`config.mk`:
```
export PLATFORM = sky130hd
export DESIGN_NAME = uart_tx_fifo
export DESIGN_NICKNAME = d
export VERILOG_FILES = /design/src/rtl/uart_tx_fifo.sv
export SDC_FILE = /design/constraint.sdc
export NUM_CORES = 1
export LEC_CHECK = 0
export ABC_AREA = 0
export BUFFER_PORTS_ARGS = -buffer_cell sky130_fd_sc_hd__buf_2
export CORE_UTILIZATION = 50
export DETAILED_ROUTE_END_ITERATION = 7
export PLACE_DENSITY = 0.79
export SYNTH_ARGS = -nofsm -noshare
export SYNTH_HDL_FRONTEND = slang
export SYNTH_SLANG_ARGS = --single-unit
```
`constraint.sdc`:
```
create_clock -name clk -period 2.26 [get_ports clk]
set_input_delay 0.339 -clock clk [delete_from_list [all_inputs] [get_ports clk]]
set_output_delay 0.339 -clock clk [all_outputs]
set_load 0.02 [all_outputs]
```
`src/rtl/uart_tx_fifo.sv`:
```
// uart_tx_fifo: byte FIFO and launch controller feeding a UART transmitter.
// Ports:
//   clk, srst_n           clock (rising edge), async active-low reset
//   wr_en, wr_data        enqueue one byte per cycle
//   full, empty, level    occupancy; level excludes the byte presented on tx_data
//   overflow, ovf_clr     sticky drop flag and its clear (set wins over clear)
//   tx_start, tx_data     launch pulse and byte to the transmitter
//   tx_busy               transmitter busy
module uart_tx_fifo #(
  parameter int DEPTH = 16,
  parameter int AW    = 4
) (
  input  logic          clk,
  input  logic          srst_n,
  input  logic          wr_en,
  input  logic [7:0]    wr_data,
  output logic          full,
  output logic          empty,
  output logic [AW:0]   level,
  output logic          overflow,
  input  logic          ovf_clr,
  output logic          tx_start,
  output logic [7:0]    tx_data,
  input  logic          tx_busy
);
  typedef enum logic [1:0] {IDLE, LAUNCH, WAIT_ACK, WAIT_DONE} state_t;
  state_t r_state, w_next;
  logic [7:0]    r_mem [DEPTH];
  logic [AW-1:0] r_wr_ptr, r_rd_ptr;
  logic [AW:0]   r_level;
  logic [7:0]    r_tx_data;
  logic          r_ovf;
  logic          w_push, w_pop;
  assign full     = r_level == (AW+1)'(DEPTH);
  assign empty    = r_level == '0;
  assign level    = r_level;
  assign overflow = r_ovf;
  assign tx_data  = r_tx_data;
  assign tx_start = r_state == LAUNCH;
  // full/empty are pre-update, so a same-cycle pop never rescues a write
  // and a same-cycle write into an empty FIFO is not popped.
  assign w_push = wr_en && !full;
  always_comb begin
    w_pop  = (r_state == IDLE) && !empty && !tx_busy;
    w_next = w_pop                                  ? LAUNCH    :
             (r_state == LAUNCH)                    ? WAIT_ACK  :
             (r_state == WAIT_ACK  &&  tx_busy)     ? WAIT_DONE :
             (r_state == WAIT_DONE && !tx_busy)     ? IDLE      : r_state;
  end
  always_ff @(posedge clk) begin
    if (w_push) r_mem[r_wr_ptr] <= wr_data;
  end
  always_ff @(posedge clk or negedge srst_n) begin
    if (!srst_n) begin
      r_state   <= IDLE;
      r_wr_ptr  <= '0;
      r_rd_ptr  <= '0;
      r_level   <= '0;
      r_tx_data <= 8'h00;
      r_ovf     <= 1'b0;
    end else begin
      r_state <= w_next;
      r_level <= r_level + (AW+1)'(w_push) - (AW+1)'(w_pop);
      if (w_push) r_wr_ptr <= r_wr_ptr + AW'(1);
      if (w_pop) begin
        r_rd_ptr  <= r_rd_ptr + AW'(1);
        r_tx_data <= r_mem[r_rd_ptr];
      end
      if (wr_en && full) r_ovf <= 1'b1;
      else if (ovf_clr)  r_ovf <= 1'b0;
    end
  end
endmodule

```
==> results by group, run 1 <==
Status
  • Outcome: complete, but fails checks
  • Failing checks: negative setup slack

Layout
  • Fin area: 7540 sq um
  • Syn-to-layout area delta: 21.1%
  • Commonest non-fill, non-tap cell in the layout: edfxtp_1
  • Nets@finish: 418
  • Share of layout cells above drive strength 1: 34.2%
  • Final Core Density: 62.5%
  • Finished Layout Cells: 574
  • Diode count: 0
  • Commonest cells after routing, fill and taps aside: edfxtp_1 (128), buf_4 (32), buf_2 (29)

STA
  • Maximum clock rate: 0.414 GHz
  • Final Max Slew Viols: 0
  • Slew HR: 61.4%
  • Min Tclk post-route: 2.42 ns
  • Final hold vios: 0
  • Setup violators final: 2
  • Clock skew: 0.00731 ns
  • Tcrit/Tclk final: 107%
  • Final worst slack: -0.156 ns
  • Slew @ Worst Pin: 0.579 ns
  • WHS: 0.119 ns
  • RSZ-0062 raised after global routing: true
  • Setup tns final: -0.293 ns

Die
  • # IOs: 30
  • Chip height: 114 microns
  • Die area: 12900 sq um
  • Die width: 114 microns
  • Initial Util: 51.6%
  • Core area: 12100 sq um
  • Rows: 40

Yosys
  • Syn Area/Cell: 19.3 sq um
  • Mapped Cells: 322
  • Register bit count reported by yosys: 152
  • Synth warn: 0
  • Top-area cell type share of the netlist area: 61.7%
  • Leading area contributor after synthesis: edfxtp_1
  • Register area share after synthesis: 71.4%
  • Library cells used by synthesis: 33
  • Cells taking the most area after synthesis: edfxtp_1 (62%), mux4_1 (9.7%), dfrtp_1 (9.6%)
  • Post-synth net total: 347
  • Post-Synthesis Cell Area: 6230 sq um

Detailed routing
  • DR vias/cell: 5.42
  • WL/cell: 20.1 microns
  • Final wirelength: 11.6 mm
  • First-pass DRT Iterations: 5
  • 1st-iter DRT viols: 189
  • Via Count: 3113
  • Drt drc: 0
  • Post-route ant nets: 0

Power
  • Clock power frac: 29.1%
  • Leak Pwr: 2.75 nW
  • Psw: 2.87 mW
  • Total power: 9.57 mW
  • Power Dens Cells: 1270 nW/um^2
  • Peak VDD IR: 852 uV
  • Comb power frac: 31.6%
  • Flop pwr share: 39.3%
  • Power Internal: 6.70 mW
  • Switching Share: 30.0%

Worst setup path
  • CP required: 2.60 ns
  • Buf+Inv Stages, Crit Path: 3
  • Setup crit end kind: flop
  • WP data arrival: 2.76 ns
  • Worst-path cell chain: inv_2, ha_4, nor4b_4, or4_4, inv_4, ha_4, inv_2, ha_4, fa_2, a21oi_2, nor2_1, nor2_1, xnor2_1
  • Setup CP Type: reg -> reg
  • Worst path slowest cell: or4_4
  • Top delay family on crit path: adder cells
  • Largest fanout on the critical path: 2
  • Setup crit start kind: flop
  • Critical path's largest stage delay: 0.45 ns
  • Top cell by count, worst path: ha_4

Clocking
  • Total CTS buffers: 17
  • Clk Latency, worst-skew pair: 0.42 ns
  • TritonCTS clock tree: built
  • Clk slew on worst S/H paths: 0.06 ns
  • CTS Sinks: 152
  • Clk buf depth: 2
  • # H-tree levels: 4
  • Root buffer cell: clkbuf_16

Place
  • DP HPWL: 7.22 mm
  • Port Buf Inserts: 29
  • Placed cell areas: 6900 sq um
  • Gpl congestion: 0.743
  • Place WS: -0.218 ns
  • Dpl cells: 537

GRT
  • Total gr overflow: 0
  • Largest net degree at the start of global routing: 36
  • Gr usage total: 20.3%
  • Vias in the first global route: 3331
  • Initial antenna violation count: 0
  • First-pass GRT wire length: 18.2 mm

Run
  • Max-cap violation count: 0

Hold path
  • Min-Delay Path Class: in -> reg
==> power groups by stage <==
stage	clock, mW	combinational, mW	sequential (mW)
floorplan	0	2.03	3.86
global route	2.95	3.27	3.81
CTS	2.83	3.03	3.76
finish	2.79	3.02	3.76
global placement	0	2.86	3.79
detailed placement	0	2.97	3.82
==> metal layers <==
| layer | routed length (microns) | track usage (%) |
|---|---|---|
| met4 | 251 | 10.3 |
| met5 | 0 | 0 |
| met1 | 4660 | 25.4 |
| met2 | 5990 | 33.9 |
| met3 | 653 | 4.30 |
==> Yosys cell counts <==
master	instances
nand2_1	19
nor2_1	9
and4bb_2	1
a21oi_1	2
nand3_1	1
nor4b_1	1
buf_4	6
inv_1	13
dfrtp_1	24
xnor2_1	8
or4_1	1
mux2_2	8
buf_2	3
mux2i_1	16
clkbuf_1	2
nor4_1	4
clkbuf_2	1
o21ai_0	2
a21o_1	1
ha_1	11
inv_2	1
nor3_1	4
xor2_1	2
mux4_1	23
nor3b_1	1
and2_1	4
edfxtp_1	128
fa_1	1
o21ai_1	8
mux4_2	9
buf_6	4
nor2b_1	2
nand4_1	2
==> flip-flops by register name (all words and copies together), names as in the netlist <==
register / count
r_rd_ptr: 4
r_mem: 128
tx_data: 8
overflow: 1
level: 5
r_state: 2
r_wr_ptr: 4
==> cells by family (layout without fill, tap and decap cells) <==
family / Yosys count / in the layout / share of synthesized area [%]
multiplexers: 56 / 56 / 17.0
buffers and inverters: 30 / 114 / 2.73
flip-flops: 152 / 152 / 71.4
adder cells (fa/ha/maj): 12 / 12 / 2.53
AO/OA/AOI/OAI: 13 / 13 / 1.09
XOR/XNOR: 10 / 10 / 1.41
AND/OR/NAND/NOR: 49 / 49 / 3.88
==> what timing repair did <==
| item | in CTS | in global routing |
|---|---|---|
| hold buffers | 1 | 0 |
| resized for setup | 2 | 2 |
| pin swaps | 7 | 2 |
| endpoints found under the setup margin | 5 | 35 |
| buffers inserted | 2 | 2 |
| endpoints found under the hold margin | 24 | 0 |
| cloned | 0 | 0 |
==> worst register-to-register path, delay by kind of cell, from the launching register on <==
kind,cells,cell delay (ns)
AO/OA/AOI/OAI,1,0.15
XOR/XNOR,1,0.13
adder cells (fa/ha/maj),4,0.79
buffers and inverters,3,0.17
flip-flops,1,0.36
AND/OR/NAND/NOR,4,0.75
==> area by class of cell <==
| type | instances | area [sq um] |
|---|---|---|
| tap | 168 | 210 |
| timing repair buffer | 68 | 507 |
| multi-input combinational | 140 | 1730 |
| sequential | 152 | 4450 |
| inverter | 14 | 57.6 |
| clock buffer | 19 | 433 |
| clock inverter | 13 | 154 |
| fill | 808 | 4520 |
==> final timing paths <==
| path | slack [ns] | depth (start not counted) | endpoint | startpoint |
|---|---|---|---|---|
| min in group asynchronous | 0.47 | 2 | level[0] | srst_n |
| worst max-delay path | -0.16 | 13 | level[4] | level[2] |
| max in group asynchronous | 1.38 | 2 | r_rd_ptr[0] | srst_n |
| worst min register to register | 0.47 | 2 | tx_data[7] | tx_data[7] |
| worst min-delay path | 0.12 | 2 | overflow | ovf_clr |
| worst max register to register | -0.16 | 13 | level[4] | level[2] |
(Power assumes the default switching activity.)
==> inputs of run 2 (changes only) <==
CORE_MARGIN = 10   (was not set)
==> run 2 against run 1 <==
- largest cell class unchanged
- clock power rose by 4%
- highest routed layer unchanged
- the run still ends with negative setup slack left
- routed wire length increased by 0.32%
- die area rose by 34%
- critical endpoint unchanged
- largest power group unchanged
- global-route usage shrank 6.2 points
- critical path depth unchanged
- clock skew increased by 0.0015 ns
==> results by group, run 2 (synthesis gave the netlist of run 1 again) <==
Status
  • Outcome: complete, but fails checks
  • Failing checks: negative setup slack

Die
  • # IOs: 30 (unchanged)
  • Core area: 12100 sq um (+0.41%)
  • Rows: 40 (unchanged)
  • Die width: 132 microns (+16%)
  • Initial Util: 51.4% (-0.21 points)
  • Chip height: 132 microns (+16%)
  • Die area: 17300 sq um (+34%)

Worst setup path
  • CP required: 2.60 ns (about the same)
  • Setup CP Type: reg -> reg
  • Top cell by count, worst path: ha_4
  • Largest fanout on the critical path: 2 (unchanged)
  • Setup crit end kind: flop
  • Top delay family on crit path: adder cells
  • WP data arrival: 2.72 ns (-0.04 ns)
  • Worst-path cell chain: inv_2, ha_4, nor4b_4, or4_4, inv_4, ha_4, inv_2, ha_4, fa_2, a21oi_2, nor2_1, nor2_1, xnor2_1
  • Setup crit start kind: flop
  • Worst path slowest cell: or4_4
  • Critical path's largest stage delay: 0.44 ns (about the same)
  • Buf+Inv Stages, Crit Path: 3 (unchanged)

Layout
  • Diode count: 0 (unchanged)
  • Commonest non-fill, non-tap cell in the layout: edfxtp_1
  • Commonest cells after routing, fill and taps aside: edfxtp_1 (128), buf_4 (34), buf_2 (29)
  • Nets@finish: 420 (+0.48%)
  • Number of flip-flops in the largest register: 128 (unchanged)
  • Syn-to-layout area delta: 21.8%
  • Fin area: 7590 sq um (+0.61%)
  • Storage element area: 4450 sq um (unchanged)
  • Multi-input combinational cell area: 1730 sq um (-0.22%)
  • Top reg by flops: r_mem
  • Fillers: 852 (+5.4%)
  • Share of layout cells above drive strength 1: 34.3% (+0.077 points)
  • Final Core Density: 62.6% (+0.12 points)

Clocking
  • Clk slew on worst S/H paths: 0.06 ns (about the same)
  • Total CTS buffers: 17 (unchanged)
  • CTS Sinks: 152 (unchanged)
  • Clk buf depth: 2 (unchanged)
  • Root buffer cell: clkbuf_16
  • TritonCTS clock tree: built
  • Clk Latency, worst-skew pair: 0.42 ns (about the same)
  • # H-tree levels: 4 (unchanged)

STA
  • Slew @ Worst Pin: 0.588 ns (+0.00909 ns)
  • Final worst slack: -0.119 ns (+0.0372 ns)
  • Setup violators final: 2 (unchanged)
  • Min Tclk post-route: 2.38 ns (-0.0372 ns)
  • Final hold vios: 0 (unchanged)
  • Tcrit/Tclk final: 105% (-1.6 points)
  • WHS: 0.111 ns (-0.00889 ns)
  • Slew HR: 60.8% (-0.61 points)
  • RSZ-0062 raised after global routing: true
  • Clock skew: 0.00883 ns (+0.00151 ns)
  • Maximum clock rate: 0.420 GHz (+1.6%)
  • Final Max Slew Viols: 0 (unchanged)

Run
  • Max-cap violation count: 0 (unchanged)

Detailed routing
  • Drt drc: 0 (unchanged)
  • First-pass DRT Iterations: 4 (-1)
  • Final wirelength: 11.6 mm (+0.32%)
  • DR vias/cell: 5.43 (about the same)
  • Via Count: 3126 (+0.42%)
  • Post-route ant nets: 0 (unchanged)
  • 1st-iter DRT viols: 201 (+6.3%)
  • WL/cell: 20.1 microns (about the same)

GRT
  • Met1 Track Usage GR: 16.9% (-8.6 points)
  • GR peak layer: met2
  • Initial antenna violation count: 0 (unchanged)
  • Met2 GRT Util: 23.1% (-11 points)
  • First-pass GRT wire length: 18.7 mm (+2.7%)
  • Largest net degree at the start of global routing: 36 (unchanged)
  • Vias in the first global route: 3400 (+2.1%)
  • Total gr overflow: 0 (unchanged)
  • Gr usage total: 14.2% (-6.2 points)
  • Grt met3 use: 4.38% (+0.079 points)

Power
  • Power Dens Cells: 1280 nW/um^2 (+1.2%)
  • Total power: 9.75 mW (+1.8%)
  • Peak VDD IR: 795 uV (-6.7%)
  • Leak Pwr: 2.76 nW (+0.47%)

Place
  • DP HPWL: 7.39 mm (+2.2%)
  • Place WS: -0.204 ns (+0.0140 ns)
  • Placed cell areas: 6910 sq um (+0.18%)
  • Gpl congestion: 0.768 (+3.4%)
  • Port Buf Inserts: 29 (unchanged)

Hold path
  • Min-Delay Path Class: in -> reg
## run 2: area by class of cell
type                            count  area share [%]
Sequential cell                   152            58.6
Multi-Input combinational cell    140            22.8
Timing Repair Buffer               70            6.99
Clock buffer                       21            5.81
Tap cell                          168            2.77
Clock inverter                     11            2.28
Inverter                           14           0.759
## run 2: worst reg2reg max path, delay by kind of cell (launching register included)
family                   cells  cell delay, ns
flip-flops                   1            0.37
AO/OA/AOI/OAI                1            0.14
adder cells (fa/ha/maj)      4            0.77
buffers and inverters        3            0.17
XOR/XNOR                     1            0.14
AND/OR/NAND/NOR              4            0.72
## run 2: path summary, 6_finish.rpt
path | from | end | slack [ns] | depth (start not counted)
max | level[2] | level[4] | -0.12 | 13
min | ovf_clr | overflow | 0.11 | 2
max reg2reg | level[2] | level[4] | -0.12 | 13
min reg2reg | tx_data[3] | tx_data[3] | 0.48 | 2
max in group asynchronous | srst_n | level[3] | 1.38 | 2
min in group asynchronous | srst_n | overflow | 0.45 | 2
## run 2: routing by layer
metal	vias to the layer above	part of all wire, %
met5	-	0
li1	1418	-
met1	1597	41
met2	92	51
met3	19	5.9
met4	0	1.8
## run 2: what timing repair did
action	4_1_cts	5_1_grt
buffers inserted	4	2
pin swaps	7	0
setup endpoints to repair	35	3
endpoints found under the hold margin	24	0
gates resized for setup	2	0
hold buffers	1	0
## run 2: per-stage QoR
| step | TNS (ns) | std cells |
|---|---|---|
| after floorplan | -0.469 | 322 |
| after global placement | -0.180 | 537 |
| after detailed placement | -2.81 | 537 |
| after CTS | -0.111 | 574 |
| after global routing | -0.489 | 576 |
| final | -0.229 | 576 |
## run 2: report_power, final
part           switching, mW  internal [mW]
sequential             0.301           3.49
clock                   1.06           1.85
combinational           1.53           1.51
==> inputs of run 3 (changes only) <==
CTS_BUF_LIST = sky130_fd_sc_hd__clkbuf_2 sky130_fd_sc_hd__clkbuf_4 sky130_fd_sc_hd__clkbuf_8   (was not set)
==> run 3 against run 2 <==
- the run still ends with negative setup slack left
- combinational power about the same
- critical path depth stayed put
- sequential cell count did not move
- routed wire length down 1.8%
- final cell count did not move
- fmax about the same
- utilization is 1.5 points lower
==> results by group, run 3 (synthesis gave the netlist of run 1 again) <==
Power
  • Total power: 9.05 mW (-7.2%)
  • Power Internal: 6.25 mW (-8.7%)
  • Switching Share: 30.9% (+1.2 points)
  • Flop pwr share: 41.8% (+2.9 points)
  • Comb power frac: 33.7% (+2.5 points)
  • Power Dens Cells: 1220 nW/um^2 (-4.9%)
  • Clock power frac: 24.5% (-5.4 points)
  • Peak VDD IR: 737 uV (-7.3%)
  • Leak Pwr: 2.69 nW (-2.7%)
  • Psw: 2.79 mW (-3.4%)

STA
  • Min Tclk post-route: 2.38 ns (-0.0000150 ns)
  • Setup violators final: 2 (unchanged)
  • Clock skew: 0.0131 ns (+0.00432 ns)
  • RSZ-0062 raised after global routing: true
  • Maximum clock rate: 0.420 GHz (about the same)
  • Slew HR: 61.8% (+0.97 points)
  • Final worst slack: -0.118 ns (+0.0000150 ns)
  • WHS: 0.0904 ns (-0.0202 ns)
  • Final hold vios: 0 (unchanged)
  • Slew @ Worst Pin: 0.574 ns (-0.0145 ns)
  • Tcrit/Tclk final: 105% (about the same)
  • Final Max Slew Viols: 0 (unchanged)

Layout
  • Fillers: 877 (+2.9%)
  • Storage element area: 4450 sq um (unchanged)
  • Number of flip-flops in the largest register: 128 (unchanged)
  • Top reg by flops: r_mem
  • Diode count: 0 (unchanged)
  • Multi-input combinational cell area: 1730 sq um (unchanged)
  • Syn-to-layout area delta: 19.0%
  • Share of layout cells above drive strength 1: 35.3% (+0.98 points)
  • Commonest non-fill, non-tap cell in the layout: edfxtp_1
  • Finished Layout Cells: 576 (unchanged)
  • Commonest cells after routing, fill and taps aside: edfxtp_1 (128), buf_4 (34), buf_2 (29)
  • Nets@finish: 420 (unchanged)
  • Fin area: 7410 sq um (-2.3%)

Place
  • DP HPWL: 7.39 mm (unchanged)
  • Port Buf Inserts: 29 (unchanged)
  • Place WS: -0.204 ns (unchanged)
  • Placed cell areas: 6910 sq um (unchanged)
  • Dpl cells: 537 (unchanged)
  • Gpl congestion: 0.768 (unchanged)

Detailed routing
  • Post-route ant nets: 0 (unchanged)
  • WL/cell: 19.8 microns (-1.8%)
  • First-pass DRT Iterations: 4 (unchanged)
  • 1st-iter DRT viols: 180 (-10%)
  • DR vias/cell: 5.37 (-0.99%)
  • Via Count: 3095 (-0.99%)
  • Drt drc: 0 (unchanged)
  • Final wirelength: 11.4 mm (-1.8%)

Status
  • Failing checks: negative setup slack
  • Outcome: complete, but fails checks

Clocking
  • Root buffer cell: clkbuf_8
  • Clk buf depth: 2 (unchanged)
  • # H-tree levels: 4 (unchanged)
  • Total CTS buffers: 17 (unchanged)
  • TritonCTS clock tree: built
  • Clk slew on worst S/H paths: 0.08 ns (+0.02 ns)
  • Clk Latency, worst-skew pair: 0.45 ns (+0.03 ns)
  • CTS Sinks: 152 (unchanged)

Die
  • Chip height: 132 microns (unchanged)
  • # IOs: 30 (unchanged)
  • Die area: 17300 sq um (unchanged)
  • Core area: 12100 sq um (unchanged)
  • Rows: 40 (unchanged)
  • Initial Util: 51.4% (unchanged)
  • Die width: 132 microns (unchanged)

Worst setup path
  • Largest fanout on the critical path: 2 (unchanged)
  • CP Launch Point: level[3]
  • WP data arrival: 2.74 ns (+0.02 ns)
  • Reg2reg start: level[3]
  • Setup CP Type: reg -> reg
  • Setup crit start kind: flop
  • CP required: 2.62 ns (+0.02 ns)
  • Setup crit end kind: flop

GRT
  • Met1 Track Usage GR: 16.5% (-0.40 points)
  • Gr usage total: 13.8% (-0.41 points)
  • Total gr overflow: 0 (unchanged)
  • Initial antenna violation count: 0 (unchanged)
  • GR peak layer: met2
  • Grt met3 use: 4.61% (+0.23 points)
  • Met2 GRT Util: 22.3% (-0.81 points)
  • Largest net degree at the start of global routing: 36 (unchanged)
  • Vias in the first global route: 3353 (-1.4%)
  • First-pass GRT wire length: 18.3 mm (-2.2%)

Hold path
  • Hold_sp: ovf_clr
  • Min-Delay Path Class: in -> reg

Run
  • Max-cap violation count: 0 (unchanged)
[run 3: cell types whose count changed in the layout (fill, tap and decap cells not counted)]
cell,change
clkbuf_16,-17
clkbuf_8,+17
clkbuf_4,+4
clkbuf_1,-4
[run 3: final timing paths]
kind,slack (ns),cells past startpoint,end
max,-0.12,13,level[4]
min,0.09,2,overflow
max reg2reg,-0.12,13,level[4]
min reg2reg,0.49,2,tx_data[3]
max in group asynchronous,1.42,2,level[3]
min in group asynchronous,0.42,2,r_wr_ptr[2]
[run 3: per-stage QoR]
stage | util, % | TNS, ns
final | 61.2 | -0.233
after global routing | 61.2 | -0.503
after CTS | 61.1 | -0.116
after detailed placement | 57.1 | -2.81
after global placement | 57.1 | -0.180
after floorplan | - | -0.469
[run 3: layer usage]
| metal | routed length, microns | up-vias |
|---|---|---|
| li1 | - | 1415 |
| met1 | 4800 | 1583 |
| met2 | 5700 | 80 |
| met3 | 679 | 17 |
| met4 | 201 | 0 |
| met5 | 0 | - |
[run 3: layout make-up]
cell class                 count  area share, %
inverter                      14          0.777
clock inverter                11           2.33
tap                          168           2.84
timing repair buffer          70           7.16
sequential                   152           60.0
multi-input combinational    140           23.3
clock buffer                  21           3.56
[run 3: what timing repair did]
item                                   in CTS  in global routing
endpoints found under the hold margin      24                  0
hold buffers                                1                  0
setup buffers                               4                  2
resized for setup                           2                  0
setup endpoints to repair                  35                  3
pin swaps                                   7                  0
[run 3: power groups by stage]
stage               clock, mW  combinational, mW  sequential, mW
global route             2.37               3.32            3.83
global placement            0               2.92            3.80
finish                   2.21               3.05            3.78
CTS                      2.26               3.07            3.78
floorplan                   0               2.03            3.86
detailed placement          0               3.01            3.84
[run 3: critical path, cell delays in order (launching register included)]
cell and delay, ns:
dfrtp_2 0.37, inv_2 0.05, ha_4 0.15, nor4b_4 0.12, or4_4 0.44, inv_4 0.08
ha_4 0.12, inv_2 0.04, ha_4 0.15, fa_2 0.35, a21oi_2 0.14, nor2_1 0.05
nor2_1 0.11, xnor2_1 0.13
